## src/rtl/wb_regfile.sv

```systemverilog
// wb_regfile: writeback result select, 32x32 register file,
// two bypassed read ports, debug read port and commit counter.
module wb_regfile #(
  parameter int BYPASS  = 1,
  parameter int COUNT_W = 32
) (
  input  logic               CLK,
  input  logic               RST,
  input  logic               regWriteW,
  input  logic               MemToRegW,
  input  logic [31:0]        ALUOutW,
  input  logic [31:0]        ReadDataW,
  input  logic [4:0]         WriteRegW,
  input  logic [4:0]         RA1,
  input  logic [4:0]         RA2,
  output logic [31:0]        RD1,
  output logic [31:0]        RD2,
  output logic [31:0]        ResultW,
  input  logic [4:0]         DbgAddr,
  output logic [31:0]        DbgData,
  output logic [COUNT_W-1:0] WbCount
);

  logic [31:0]        r_regs [32];
  logic [COUNT_W-1:0] r_cnt;

  logic w_commit;
  logic w_hit1;
  logic w_hit2;

  assign ResultW  = MemToRegW ? ReadDataW : ALUOutW;
  assign w_commit = regWriteW && (WriteRegW != 5'd0);

  assign w_hit1 = (BYPASS != 0) && w_commit
               && (RA1 == WriteRegW);
  assign w_hit2 = (BYPASS != 0) && w_commit
               && (RA2 == WriteRegW);

  // Entry 0 is held at zero, but reads of index 0
  // are still forced to zero so a bypass can never leak.
  assign RD1 = (RA1 == 5'd0) ? 32'h0
             : w_hit1        ? ResultW
             :                 r_regs[RA1];

  assign RD2 = (RA2 == 5'd0) ? 32'h0
             : w_hit2        ? ResultW
             :                 r_regs[RA2];

  assign DbgData = (DbgAddr == 5'd0) ? 32'h0
                 : r_regs[DbgAddr];

  assign WbCount = r_cnt;

  // Commit the writeback result; reset clears storage and count.
  always_ff @(posedge CLK or posedge RST) begin
    if (RST) begin
      for (int i = 0; i < 32; i++) begin
        r_regs[i] <= 32'h0;
      end
      r_cnt <= '0;
    end else if (w_commit) begin
      r_regs[WriteRegW] <= ResultW;
      r_cnt             <= r_cnt + COUNT_W'(1);
    end
  end

endmodule

```

## config.mk

```make
export PLATFORM = sky130hd
export DESIGN_NAME = wb_regfile
export DESIGN_NICKNAME = d
export VERILOG_FILES = /design/src/rtl/wb_regfile.sv
export SDC_FILE = /design/constraint.sdc
export NUM_CORES = 2
export LEC_CHECK = 0
export BUFFER_PORTS_ARGS = -buffer_cell sky130_fd_sc_hd__buf_2
export CAP_MARGIN = 20
export CORE_MARGIN = 2
export CORE_UTILIZATION = 60
export DETAILED_ROUTE_END_ITERATION = 7
export PLACE_DENSITY_LB_ADDON = 0.3
export SLEW_MARGIN = 10
export SYNTH_ARGS = -nofsm -noshare
export SYNTH_HDL_FRONTEND = slang
export SYNTH_SLANG_ARGS = --single-unit
```

## constraint.sdc

```tcl
create_clock -name CLK -period 36 [get_ports CLK]
set_input_delay 1.8 -clock CLK [delete_from_list [all_inputs] [get_ports CLK]]
set_output_delay 1.8 -clock CLK [all_outputs]
set_load 0.01 [all_outputs]
```

==> reports/metrics.yaml <==
die_x_um: 326
cp-start-kind: "primary input"
core_area_um2: 103000
fmax_mhz: 121
timing.clock.skew_ps: 4.67
met2_length_mm: 97.2
post-dp-hpwl_mm: 134
start_util: 0.603
cts_tree: "built"
slowest_stage: "buf_4"
path_cells: "buf_8 > buf_12 > buf_4 > mux4_2 > a22o_1 > a221o_1 > a211oi_1 > a211oi_1 > buf_2"
top_layer_used: "met5"
ant_nets: 0
synth_seq_cells: 1056
cp_max_fo: 95
clock-root-buffer: "clkbuf_16"
syn_nets: 5556
grt_max_degree: 175
finalSetupViolCount: 0
route.met3.wl_mm: 44.8
cpMostUsedCell: "a211oi_1"
final_cells: 6859
synth_edf_count: 0
numPortBuffers: 247
placementRows: 118
avgSynthCellArea_um2: 11.4
place_inst: 6611
nets: 5442
grt_usage: 0.449
syn_inst: 5467
grt_pass1_vias: 50829
fin_setup_tns_ps: 0
arrival_ps: 6470
cp_data_required_time_ps: 34200
first_iter_violations: 9700
status: "finished clean"
fin_crit_ps: 8270
drt_wl_total_mm: 237
worst_pin_slew_ps: 1420
ys_seq_area_frac: 0.424
end_kind: "output pin"
async_flop_share: 1.00
ios: 248
layout_common_cells: "dfrtp_1 (1056), mux4_2 (789), o21ai_0 (727)"
yosys_warnings: 0
antenna_found_initial: 16
htreeDepth: 3
dieArea_um2: 106000
path_clk_slew_ps: 60
slowest_delay_ps: 940
cap_violations: 0
cts_max_path_buffers: 3
vdd_ir_drop_max_mv: 0.0473
clock-sinks: 1056
num_vias: 52880
die_h_um: 326
grt_pass1_wl_mm: 344
m1WireLength_mm: 76.8
post_drt_wl_per_cell_um: 34.6
slew-limit-headroom: 0.0550
numCtsBuffers: 113
post_cts_resized: 0
firstDrtPassIters: 7
slew_violations: 0
power_density_nw_per_um2: 57.5
synthDistinctLibCells: 66
area_growth_pct: 10.2
drc: 0
place_congestion: 0.951
vias_per_cell: 7.71
synth_ff_type: "dfrtp_1"
cts_hold_buffers: 0
post_cts_buffers: 0
layout_commonest_cell: "dfrtp_1"
drive_gt1_frac: 0.269
syn_area_um2: 62300
fin_crit_sh: 0.230
setup.worst_path.class: "primary input to output pin"
rsz0062_at_grt: "false"
hold_viol_final: 0
hold_path.class: "flip-flop to flip-flop"
grt_overflow: 0
clock_latency_ps: 720
cellLeakagePower_nw: 28.7
==> sequential cells by signal (all words and copies together) (netlist names) <==
register,cells
WbCount,32
r_regs,1024
==> cell type report <==
class | instances | area, um^2
well taps | 1380 | 1730
diodes | 30 | 75.1
clock buffers | 158 | 3290
multi-input cells | 3717 | 33600
repair buffers | 384 | 2530
inverters | 81 | 312
fillers | 7361 | 34600
flip-flops and latches | 1056 | 26400
clock inverters | 53 | 619
==> logic make-up after synthesis <==
group	Yosys count	share of synthesized area
flip-flops	1056	0.424
AND/OR/NAND/NOR	1310	0.0854
AO/OA/AOI/OAI	1448	0.131
adder cells (fa/ha/maj)	1	0.000201
XOR/XNOR	41	0.00577
multiplexers	917	0.306
buffers and inverters	694	0.0469
==> worst max-delay path, delay by kind of cell <==
kind | cells | cell delay [ps]
AO/OA/AOI/OAI | 4 | 1350
buffers and inverters | 4 | 2470
multiplexers | 1 | 600
==> per-stage QoR <==
stage                     utilization  power [mW]  area (um^2)  hold WS, ps  setup WS, ps
final                           0.665        3.94        68600          417         27730
after global routing            0.664        4.08        68500          432         27560
after CTS                       0.663        3.89        68400          416         27990
after detailed placement        0.625        2.66        64500          403         28000
after global placement          0.624        2.61        64400          395         28020
after floorplan                     -        2.35        62300          458          4480
==> per-layer routing <==
metal	GRT usage	up-vias
met3	0.243	1301
met5	0.00621	-
li1	-	20310
met2	0.600	5247
met4	0.294	16
met1	0.565	26006
==> power by group <==
part | switching (mW) | internal (mW) | total [mW]
clock | 0.519 | 0.728 | 1.25
combinational | 0.495 | 0.517 | 1.01
sequential | 0.255 | 1.43 | 1.68
total | 1.27 | 2.67 | 3.94
==> worst paths after layout <==
| check | slack (ps) | startpoint | cells past startpoint | endpoint |
|---|---|---|---|---|
| max | 27730 | RA2[0] | 9 | RD2[4] |
| min | 420 | r_regs[993] | 0 | r_regs[993] |
| max reg2reg | 33790 | WbCount[2] | 5 | WbCount[27] |
| min reg2reg | 420 | r_regs[993] | 0 | r_regs[993] |
| max in group asynchronous | 31530 | RST | 5 | r_regs[894] |
| min in group asynchronous | 1210 | RST | 2 | r_regs[60] |
==> Yosys cell counts, types with 29 or more instances <==
cell type,instances,area share
clkbuf_1,438,0.026
mux4_2,789,0.29
a21oi_1,381,0.031
o22ai_1,94,0.0094
and3_1,29,0.0029
o21ai_0,728,0.059
a221oi_1,62,0.0087
buf_1,43,0.0026
a22oi_1,60,0.0072
mux2i_1,126,0.020
buf_2,93,0.0075
nand2_1,724,0.044
nand3_1,44,0.0035
inv_1,81,0.0049
nor2_1,418,0.025
dfrtp_1,1056,0.42
Power figures use the tool's default switching activity.
